===== config.mk =====
export PLATFORM = sky130hd
export DESIGN_NAME = lanectrl_dly_sequencer_flat
export DESIGN_NICKNAME = d
export VERILOG_FILES = /design/src/rtl/lanectrl_dly_sequencer_if.sv /design/src/rtl/lanectrl_dly_sequencer.sv /design/src/flat_wrapper.sv
export SDC_FILE = /design/constraint.sdc
export NUM_CORES = 1
export LEC_CHECK = 0
export BUFFER_PORTS_ARGS = -buffer_cell sky130_fd_sc_hd__clkbuf_2
export CORE_MARGIN = 10
export CORE_UTILIZATION = 37
export CTS_CLUSTER_DIAMETER = 40
export DETAILED_ROUTE_END_ITERATION = 8
export PLACE_DENSITY_LB_ADDON = 0.12
export SYNTH_ARGS = -nofsm -noshare
export SYNTH_HDL_FRONTEND = slang
export SYNTH_SLANG_ARGS = --single-unit

===== constraint.sdc =====
create_clock -name FAB_CLK -period 7.06 [get_ports FAB_CLK]
set_input_delay 0.706 -clock FAB_CLK [delete_from_list [all_inputs] [get_ports FAB_CLK]]
set_output_delay 0.706 -clock FAB_CLK [all_outputs]
set_load 0.01 [all_outputs]

===== src/rtl/lanectrl_dly_sequencer_if.sv =====
// Request/response bundle between the training logic (master) and the delay-line sequencer (slave).
// Handshake: a request is taken on the clock edge where REQ_VALID and REQ_READY are both high.
// Request fields are sampled only at that edge. DONE pulses once per taken request, and ERR is sticky until the next accept.
interface lanectrl_dly_sequencer_if;
    logic       REQ_VALID;
    logic       REQ_READY;
    logic [1:0] REQ_OP;
    logic       REQ_SEL;
    logic [7:0] REQ_STEPS;
    logic       DONE;
    logic       ERR;

    modport master (
        output REQ_VALID, REQ_OP, REQ_SEL, REQ_STEPS,
        input  REQ_READY, DONE, ERR
    );

    modport slave (
        input  REQ_VALID, REQ_OP, REQ_SEL, REQ_STEPS,
        output REQ_READY, DONE, ERR
    );
endinterface


===== src/rtl/lanectrl_dly_sequencer.sv =====
// Drives LANECTRL delay-line LOAD/MOVE pulses for one lane, bracketed by HS_IO_CLK_PAUSE.
// It also tracks the RX and TX tap positions and flags range errors.
module lanectrl_dly_sequencer #(
    parameter int unsigned PAUSE_SETUP = 4,
    parameter int unsigned MOVE_GAP    = 2,
    parameter int unsigned PAUSE_HOLD  = 4,
    parameter int unsigned MAX_TAP     = 127,
    parameter int unsigned LOAD_TAP    = 1
) (
    input  logic                      FAB_CLK,
    input  logic                      RESET_N,
    lanectrl_dly_sequencer_if.slave   req,
    input  logic                      RX_OOR,
    input  logic                      TX_OOR,
    output logic [7:0]                TAP_RX,
    output logic [7:0]                TAP_TX,
    output logic                      DELAY_LINE_SEL,
    output logic                      DELAY_LINE_DIRECTION,
    output logic                      DELAY_LINE_LOAD,
    output logic                      DELAY_LINE_MOVE,
    output logic                      HS_IO_CLK_PAUSE,
    output logic [2:0]                dbg_state_o
);
    typedef enum logic [2:0] {
        S_IDLE      = 3'd0,
        S_PAUSE_ON  = 3'd1,
        S_PULSE     = 3'd2,
        S_GAP       = 3'd3,
        S_PAUSE_OFF = 3'd4,
        S_DONE      = 3'd5
    } state_e;

    localparam logic [1:0] OP_LOAD  = 2'b00;
    localparam logic [1:0] OP_INC   = 2'b01;
    localparam logic [1:0] OP_RSVD  = 2'b11;
    localparam logic [3:0] SETUP_C  = 4'(PAUSE_SETUP - 1);
    localparam logic [3:0] GAP_C    = 4'(MOVE_GAP - 1);
    localparam logic [3:0] HOLD_C   = 4'(PAUSE_HOLD - 1);
    localparam logic [7:0] MAXTAP_C = 8'(MAX_TAP);
    localparam logic [7:0] LOADTAP_C = 8'(LOAD_TAP);

    state_e     state_q;
    logic [3:0] cnt_q;
    logic [7:0] steps_q;
    logic [1:0] op_q;
    logic       sel_q, dir_q;
    logic       ready_q, done_q, err_q;
    logic       load_q, move_q, pause_q;
    logic [7:0] tap_rx_q, tap_tx_q;

    logic [7:0] tap_sel, tap_d;
    logic       at_limit, oor_sel, gap_end, launch;

    assign tap_sel  = sel_q ? tap_tx_q : tap_rx_q;
    assign at_limit = dir_q ? (tap_sel == MAXTAP_C) : (tap_sel == 8'd0);
    assign oor_sel  = sel_q ? TX_OOR : RX_OOR;
    assign gap_end  = (state_q == S_GAP) && (cnt_q == 4'd0);
    // A pulse slot opens at the end of the setup pause, or at the end of a gap with steps left and no OOR.
    assign launch   = ((state_q == S_PAUSE_ON) && (cnt_q == 4'd0))
                    || (gap_end && (steps_q != 8'd0) && !oor_sel);
    assign tap_d    = (op_q == OP_LOAD) ? LOADTAP_C
                    : (dir_q ? tap_sel + 8'd1 : tap_sel - 8'd1);

    always_ff @(posedge FAB_CLK) begin
        if (!RESET_N) begin
            state_q  <= S_IDLE;
            cnt_q    <= 4'd0;
            steps_q  <= 8'd0;
            op_q     <= OP_LOAD;
            sel_q    <= 1'b0;
            dir_q    <= 1'b0;
            ready_q  <= 1'b1;
            done_q   <= 1'b0;
            err_q    <= 1'b0;
            load_q   <= 1'b0;
            move_q   <= 1'b0;
            pause_q  <= 1'b0;
            tap_rx_q <= LOADTAP_C;
            tap_tx_q <= LOADTAP_C;
        end else begin
            case (state_q)
                S_IDLE: begin
                    if (req.REQ_VALID && ready_q) begin
                        ready_q <= 1'b0;
                        err_q   <= 1'b0;
                        sel_q   <= req.REQ_SEL;
                        dir_q   <= (req.REQ_OP == OP_INC);
                        op_q    <= req.REQ_OP;
                        steps_q <= req.REQ_STEPS;
                        if (req.REQ_OP == OP_RSVD) begin
                            err_q   <= 1'b1;
                            done_q  <= 1'b1;
                            state_q <= S_DONE;
                        end else if ((req.REQ_OP != OP_LOAD) && (req.REQ_STEPS == 8'd0)) begin
                            done_q  <= 1'b1;
                            state_q <= S_DONE;
                        end else begin
                            pause_q <= 1'b1;
                            cnt_q   <= SETUP_C;
                            state_q <= S_PAUSE_ON;
                        end
                    end
                end
                S_PAUSE_ON: begin
                    if (cnt_q != 4'd0) cnt_q <= cnt_q - 4'd1;
                end
                S_PULSE: begin
                    load_q  <= 1'b0;
                    move_q  <= 1'b0;
                    cnt_q   <= GAP_C;
                    state_q <= S_GAP;
                end
                S_GAP: begin
                    if (oor_sel) begin
                        err_q   <= 1'b1;
                        steps_q <= 8'd0;
                    end
                    if (cnt_q != 4'd0) begin
                        cnt_q <= cnt_q - 4'd1;
                    end else if (!launch) begin
                        cnt_q   <= HOLD_C;
                        state_q <= S_PAUSE_OFF;
                    end
                end
                S_PAUSE_OFF: begin
                    if (cnt_q != 4'd0) begin
                        cnt_q <= cnt_q - 4'd1;
                    end else begin
                        pause_q <= 1'b0;
                        done_q  <= 1'b1;
                        state_q <= S_DONE;
                    end
                end
                S_DONE: begin
                    done_q  <= 1'b0;
                    ready_q <= 1'b1;
                    state_q <= S_IDLE;
                end
                default: state_q <= S_IDLE;
            endcase

            // The range check happens before the pulse, so a tap at its limit never wraps.
            if (launch) begin
                if (op_q == OP_LOAD) begin
                    load_q  <= 1'b1;
                    steps_q <= 8'd0;
                    state_q <= S_PULSE;
                    if (sel_q) tap_tx_q <= tap_d; else tap_rx_q <= tap_d;
                end else if (at_limit) begin
                    err_q   <= 1'b1;
                    cnt_q   <= HOLD_C;
                    state_q <= S_PAUSE_OFF;
                end else begin
                    move_q  <= 1'b1;
                    steps_q <= steps_q - 8'd1;
                    state_q <= S_PULSE;
                    if (sel_q) tap_tx_q <= tap_d; else tap_rx_q <= tap_d;
                end
            end
        end
    end

    assign req.REQ_READY        = ready_q;
    assign req.DONE             = done_q;
    assign req.ERR              = err_q;
    assign TAP_RX               = tap_rx_q;
    assign TAP_TX               = tap_tx_q;
    assign DELAY_LINE_SEL       = sel_q;
    assign DELAY_LINE_DIRECTION = dir_q;
    assign DELAY_LINE_LOAD      = load_q;
    assign DELAY_LINE_MOVE      = move_q;
    assign HS_IO_CLK_PAUSE      = pause_q;
    assign dbg_state_o          = state_q;
endmodule


===== src/flat_wrapper.sv =====
// flat-port wrapper written by rule: the top's interface ports become plain ports
module lanectrl_dly_sequencer_flat 
#(
    parameter int unsigned PAUSE_SETUP = 4,
    parameter int unsigned MOVE_GAP    = 2,
    parameter int unsigned PAUSE_HOLD  = 4,
    parameter int unsigned MAX_TAP     = 127,
    parameter int unsigned LOAD_TAP    = 1
)
  (FAB_CLK, RESET_N, RX_OOR, TX_OOR, TAP_RX, TAP_TX, DELAY_LINE_SEL, DELAY_LINE_DIRECTION, DELAY_LINE_LOAD, DELAY_LINE_MOVE, HS_IO_CLK_PAUSE, dbg_state_o, req_REQ_VALID, req_REQ_OP, req_REQ_SEL, req_REQ_STEPS, req_REQ_READY, req_DONE, req_ERR);
  lanectrl_dly_sequencer_if req_i ();
  input  logic FAB_CLK;
  input  logic RESET_N;
  input  logic RX_OOR;
  input  logic TX_OOR;
  output logic [7:0] TAP_RX;
  output logic [7:0] TAP_TX;
  output logic DELAY_LINE_SEL;
  output logic DELAY_LINE_DIRECTION;
  output logic DELAY_LINE_LOAD;
  output logic DELAY_LINE_MOVE;
  output logic HS_IO_CLK_PAUSE;
  output logic [2:0] dbg_state_o;
  input wire logic [$bits(req_i.REQ_VALID)-1:0] req_REQ_VALID;
  input wire logic [$bits(req_i.REQ_OP)-1:0] req_REQ_OP;
  input wire logic [$bits(req_i.REQ_SEL)-1:0] req_REQ_SEL;
  input wire logic [$bits(req_i.REQ_STEPS)-1:0] req_REQ_STEPS;
  output wire logic [$bits(req_i.REQ_READY)-1:0] req_REQ_READY;
  output wire logic [$bits(req_i.DONE)-1:0] req_DONE;
  output wire logic [$bits(req_i.ERR)-1:0] req_ERR;
  assign req_i.REQ_VALID = req_REQ_VALID;
  assign req_i.REQ_OP = req_REQ_OP;
  assign req_i.REQ_SEL = req_REQ_SEL;
  assign req_i.REQ_STEPS = req_REQ_STEPS;
  assign req_REQ_READY = req_i.REQ_READY;
  assign req_DONE = req_i.DONE;
  assign req_ERR = req_i.ERR;
  lanectrl_dly_sequencer #(.PAUSE_SETUP(PAUSE_SETUP), .MOVE_GAP(MOVE_GAP), .PAUSE_HOLD(PAUSE_HOLD), .MAX_TAP(MAX_TAP), .LOAD_TAP(LOAD_TAP)) u_core (.FAB_CLK(FAB_CLK), .RESET_N(RESET_N), .req(req_i), .RX_OOR(RX_OOR), .TX_OOR(TX_OOR), .TAP_RX(TAP_RX), .TAP_TX(TAP_TX), .DELAY_LINE_SEL(DELAY_LINE_SEL), .DELAY_LINE_DIRECTION(DELAY_LINE_DIRECTION), .DELAY_LINE_LOAD(DELAY_LINE_LOAD), .DELAY_LINE_MOVE(DELAY_LINE_MOVE), .HS_IO_CLK_PAUSE(HS_IO_CLK_PAUSE), .dbg_state_o(dbg_state_o));
endmodule

# [Word-level counts from Yosys, hierarchy flattened]
# Cells that the tools add are included.
[word_totals] output_inout_bits=27 ff_bits=41 inputBits=16 wordCells=124
[op_classes] mux=62 n_eq_ne=18 n_reduce_logical=26 n_addsub=4
[op_table] operator="$mux 8" count=14
[op_table] operator="$mux 4" count=9
[op_table] operator="$mux 1" count=24
[op_table] operator="$mux 3" count=8
[op_table] operator="$logic_not 8->1" count=2
[op_table] operator="$pmux 4 s4" count=1
[op_table] operator="$pmux 8 s2" count=1
[op_table] operator="$sub 8x1->8 const B" count=2
[op_table] operator="$pmux 3 s5" count=1
[op_table] operator="$add 8x1->8 const B" count=1
[op_table] operator="$eq 8x7->1 const B" count=1
[op_table] operator="$ne 2x2->1 const B" count=4
[op_table] operator="$reduce_and 4->1" count=2
[op_table] operator="$reduce_bool 8->1" count=1
[op_table] operator="$eq 3x2->1 const B" count=2
[op_table] operator="$eq 3x3->1 const B" count=2
[op_table] operator="$logic_and 1x1->1" count=6
[op_table] operator="$ne 3x1->1 const B" count=2
[op_table] operator="$ne 3x2->1 const B" count=2
[op_table] operator="$pmux 1 s2" count=3
[op_table] operator="$reduce_and 2->1" count=3
[op_table] operator="$reduce_bool 2->1" count=3
[op_table] operator="$reduce_and 5->1" count=1
[op_table] operator="$logic_not 4->1" count=1
[op_table] operator="13 further kinds" count=14

# [Logic depth before layout (Yosys ltp)]
[logic_depth] word_depth=11 depth_mapped=11 ltp_nobuf=10

# [Least setup slack after synthesis]
# Ideal clock, no wire load.
[synth_timing] path_type="register -> register" start="reg u_core.sel_q (netlist: u_core.DELAY_LINE_SEL)" end="reg u_core.tap_tx_q[6] (netlist: u_core.TAP_TX[6])" synth_period_minus_slack_ps=2408 arrival_ps=2292 required_ps=6944 setup_slack_ps=4652 stages_incl_launch_ff=12 cell_sequence="dfxtp_1 buf_6 buf_6 mux2_2 ha_1 nor2b_1 o21ai_0 nand2b_1 a21o_1 a21oi_1 xnor2_1 a31o_2"
[synth_via] elab_chain_len=7 elab_cells_between_ends=17
[synth_rtl] item="start: declaration" line_no="lanectrl_dly_sequencer.sv:46" source="logic sel_q, dir_q;"
[synth_rtl] item="start signal: assignment" line_no="lanectrl_dly_sequencer.sv:86" source="sel_q <= req.REQ_SEL;"
[synth_rtl] item="$mux 8" line_no="lanectrl_dly_sequencer.sv:54" source="assign tap_sel = sel_q ? tap_tx_q : tap_rx_q;"
[synth_rtl] item="$sub 8x1->8 / $add 8x1->8 (equally long branches)" line_no="lanectrl_dly_sequencer.sv:62" source=": (dir_q ? tap_sel + 8'd1 : tap_sel - 8'd1);"
[synth_rtl] item="$mux 8" line_no="lanectrl_dly_sequencer.sv:62"
[synth_rtl] item="$mux 8" line_no="lanectrl_dly_sequencer.sv:61" source="assign tap_d = (op_q == OP_LOAD) ? LOADTAP_C"
[synth_rtl] item="$mux 8" line_no="lanectrl_dly_sequencer.sv:148, lanectrl_dly_sequencer.sv:157"
[synth_rtl] item="$mux 8" line_no="lanectrl_dly_sequencer.sv:149" source="end else if (at_limit) begin"
[synth_rtl] item="$mux 8" line_no="lanectrl_dly_sequencer.sv:144" source="if (op_q == OP_LOAD) begin"
[synth_rtl] item="end signal: assignment" line_no="lanectrl_dly_sequencer.sv:148" source="if (sel_q) tap_tx_q <= tap_d; else tap_rx_q <= tap_d;"
[synth_rtl] item="end signal: assignment" line_no="lanectrl_dly_sequencer.sv:157" source="if (sel_q) tap_tx_q <= tap_d; else tap_rx_q <= tap_d;"
[synth_rtl] item="end: declaration" line_no="lanectrl_dly_sequencer.sv:49" source="logic [7:0] tap_rx_q, tap_tx_q;"
# Several ways; a longest one is shown, not always the timed one. The select of a mux whose other input is x is not followed.
# A chain may end at the register's enable or synchronous reset.

# [Worst setup path after layout]
[layout_timing] start="reg u_core.sel_q (netlist: u_core.DELAY_LINE_SEL)" end="reg u_core.tap_tx_q[0] (netlist: u_core.TAP_TX[0])"
# The elaborated chain is that of the path after synthesis.

==> flow_summary.toml <==
[floorplan]
start_util_pct = 38.61
pin_count = 43
die_h_um = 104.9
die_area_mm2 = 0.01100
die-width_um = 104.9
core_mm2 = 0.006907
num_rows = 30

[clock_network]
cts_resized = 0
cts_buffer_depth = 2
insertion_delay_ps = 300
numCtsBuffers = 5
cts-root-buf = "clkbuf_8"
postCtsHoldBufs = 0
cts_tree = "done"
post-cts-setup-buffers = 0
htree_levels = 2
cts.sinks = 41
clk_pin_slew_ps = 80

[layout]
drive_above_1_share_pct = 19.94
diodes = 0
fin_util_pct = 43.19
multi_input_area_mm2 = 0.001672
final-seq-area_um2 = 820.8
nets = 383
area_growth_syn_to_layout_pct = 11.87
nFillCells = 739
fin_area_mm2 = 0.002983

[route]
drc_errors = 0
ant_nets = 0
drtPass1Iterations = 4
routed_wl_mm = 7.218
via_count = 2434
viasPerCell = 5.385
drt_iter0_markers = 114
wl_per_cell_um = 15.97

[global_route]
antenna_found_initial = 0
overflow = 0
grt_pass1_vias = 2268
grt_max_degree = 45
grt.total_usage_pct = 13.04
grt_pass1_wl_mm = 12.01

[setup_path]
path_max_fanout = 15
cp.required_ps = 7220
worst_r2r_endpoint = "u_core.TAP_TX[0]$_SDFFE_PN1P_"
arrival_ps = 3040
r2r-start = "u_core.DELAY_LINE_SEL$_SDFFE_PN0P_"
worstSetupPathType = "reg2reg"
cp-end-kind = "flop"
regToRegSetupSlack_ps = 4180
cp-start-kind = "flop"
rr_worst_depth = 7

[synth]
yosysWarnings = 0
syn_nets = 353
synth-edff-count = 0
yosys-top-cells-area = "dfxtp_1 31%, nand2_1 6.5%, ha_1 4.7%, o21ai_0 4.5%, a21oi_1 3.4%"
synth_top_area_share_pct = 30.78
synth.cell_area_mm2 = 0.002666
avgSynthCellArea_um2 = 8.179
synth-main-ff-cell = "dfxtp_1"
synth_seq_cells = 41
async_flop_share_pct = 0
yosysTopAreaCell = "dfxtp_1"
syn-instance-count = 326
synth_cell_types = 61
yosysSeqAreaShare_pct = 30.78

[power_and_ir_drop]
power_frac_comb_pct = 48.6
cellInternalPower_mw = 0.5801
peakVddDrop_mv = 0.1368
seq_power_share_pct = 33.4
p_sw_share_pct = 44.62
switching_power_mw = 0.4674
p_per_area_mw_per_mm2 = 351.2
p_leak_nw = 1.169
p_total_mw = 1.047
clock_power_share_pct = 18.0

[timing]
finalClockSkew_ps = 7.552
post-route-min-period_ps = 2881
slew_headroom_pct = 40.15
slew_violations = 0
hold_viol = 0
rsz0062_at_grt = "no"
finalCritPeriodShare_pct = 40.81
clock.fmax_ghz = 0.3471
worst_pin_slew_ps = 897.8
worst_slack_ps = 4179
fin_setup_tns_ps = 0
finalSetupViolCount = 0

[min_path]
hp-start = "u_core.HS_IO_CLK_PAUSE$_SDFFE_PN0P_"
hold_path_end = "u_core.HS_IO_CLK_PAUSE$_SDFFE_PN0P_"
worstHoldPathCells = 2
hp-class = "reg2reg"

[placement]
io_buffers = 42
dpl.hpwl_mm = 5.312
placed_cell_area_mm2 = 0.002879
gp_congestion = 0.8285
pre_cts_ws_ps = 4204

[flow_run]
cap_violations = 0

[status]
status = "finished, final reports clean"
kinds of logic after synthesis:
family | after synthesis | synth area share [%]
flops | 41 | 30.78
mux | 17 | 7.227
simple gates | 122 | 23.04
compound gates | 93 | 24.31
xor+xnor | 7 | 2.299
buf+inv | 34 | 6.522
fa+ha+maj | 12 | 5.819
flip-flops by register name, summed over array words and instances, names as in the netlist:
| signal | cells |
|---|---|
| u_core.DELAY_LINE_DIRECTION | 1 |
| u_core.TAP_TX | 8 |
| u_core.dbg_state_o | 3 |
| u_core.DELAY_LINE_LOAD | 1 |
| u_core.DELAY_LINE_SEL | 1 |
| u_core.DELAY_LINE_MOVE | 1 |
| u_core.req.DONE | 1 |
| u_core.steps_q | 8 |
| u_core.req.ERR | 1 |
| u_core.req.REQ_READY | 1 |
| u_core.TAP_RX | 8 |
| u_core.cnt_q | 4 |
| u_core.HS_IO_CLK_PAUSE | 1 |
| u_core.op_q | 2 |
critical path, cell delays in order, from the launching register on:
cell and delay (ps):
dfxtp_1 870, mux2_4 370, a31oi_1 220, nand2b_4 200, nand3_4 160, a211oi_4 600
mux2i_1 250, nand2_1 60
stage by stage:
step	std cells	hold slack (ps)
final	452	475.7
after global routing	452	507.6
after global placement	445	467.7
after CTS	452	478.1
after floorplan	326	445.5
after detailed placement	445	466.3
how the worst max path moves through the flow:
stage	slack, ps	from	to	cells past startpoint
after floorplan	4650	u_core.DELAY_LINE_SEL$_SDFFE_PN0P_	u_core.TAP_TX[6]$_SDFFE_PN0P_	11
after global placement	4280	u_core.DELAY_LINE_SEL$_SDFFE_PN0P_	u_core.TAP_RX[7]$_SDFFE_PN0P_	10
after detailed placement	4200	u_core.DELAY_LINE_SEL$_SDFFE_PN0P_	u_core.TAP_TX[0]$_SDFFE_PN1P_	7
after CTS	4190	u_core.DELAY_LINE_SEL$_SDFFE_PN0P_	u_core.TAP_TX[0]$_SDFFE_PN1P_	7
after global routing	3940	u_core.DELAY_LINE_SEL$_SDFFE_PN0P_	u_core.TAP_RX[7]$_SDFFE_PN0P_	10
final	4180	u_core.DELAY_LINE_SEL$_SDFFE_PN0P_	u_core.TAP_TX[0]$_SDFFE_PN1P_	7
cell usage after synthesis (2+ instances only):
| cell | count |
|---|---|
| a32oi_1 | 4 |
| inv_1 | 14 |
| nand2b_1 | 2 |
| nor2b_1 | 6 |
| and2_1 | 3 |
| nand4_1 | 3 |
| or3_1 | 3 |
| nand2_1 | 46 |
| xor2_1 | 4 |
| a31o_1 | 4 |
| a211oi_1 | 2 |
| o21a_1 | 4 |
| a31oi_1 | 4 |
| nor4_1 | 6 |
| nand3_1 | 16 |
| mux2i_1 | 9 |
| nor3_1 | 2 |
| a21boi_0 | 5 |
| clkbuf_1 | 12 |
| a22oi_1 | 4 |
| mux2i_2 | 2 |
| o21ai_1 | 3 |
| mux2_2 | 4 |
| dfxtp_1 | 41 |
| xnor2_1 | 3 |
| o22ai_1 | 4 |
| o21ai_0 | 24 |
| a21oi_1 | 18 |
| a311oi_1 | 2 |
| nor3b_1 | 2 |
| mux2_4 | 2 |
| buf_6 | 6 |
| nor2_1 | 22 |
| ha_1 | 10 |
| and3_1 | 4 |
layout by cell type (no fill, tap or decap), types with 6 or more instances in the layout:
master    instances
a21oi_1          18
clkbuf_2         42
dfxtp_1          41
ha_1             10
inv_1            14
mux2i_1           9
nand2_1          46
nand3_1          16
nor2_1           22
nor2b_1           6
nor4_1            6
o21ai_0          24
power by group through the flow:
stage / combinational (mW) / clock (mW) / sequential (mW)
6_report: 0.509 / 0.189 / 0.350
2_1_floorplan: 0.422 / 0 / 0.329
3_3_place_gp: 0.507 / 0 / 0.354
3_5_place_dp: 0.507 / 0 / 0.354
5_1_grt: 0.575 / 0.204 / 0.362
4_1_cts: 0.510 / 0.193 / 0.348
final cells by class:
cell class / instances / area share [%]
Clock buffer: 5 / 2.307
Clock inverter: 2 / 1.174
Inverter: 15 / 1.888
Multi-Input combinational cell: 251 / 56.04
Sequential cell: 41 / 27.52
Tap cell: 96 / 4.027
Timing Repair Buffer: 42 / 7.047
per-layer routing:
metal	global-route usage, %	vias up	wire length, um
met2	17.79	58	2983
met5	0	-	0
li1	-	1229	-
met3	3.317	8	375
met4	3.824	0	98
met1	19.27	1139	3761
Power figures use the tool's default switching activity.
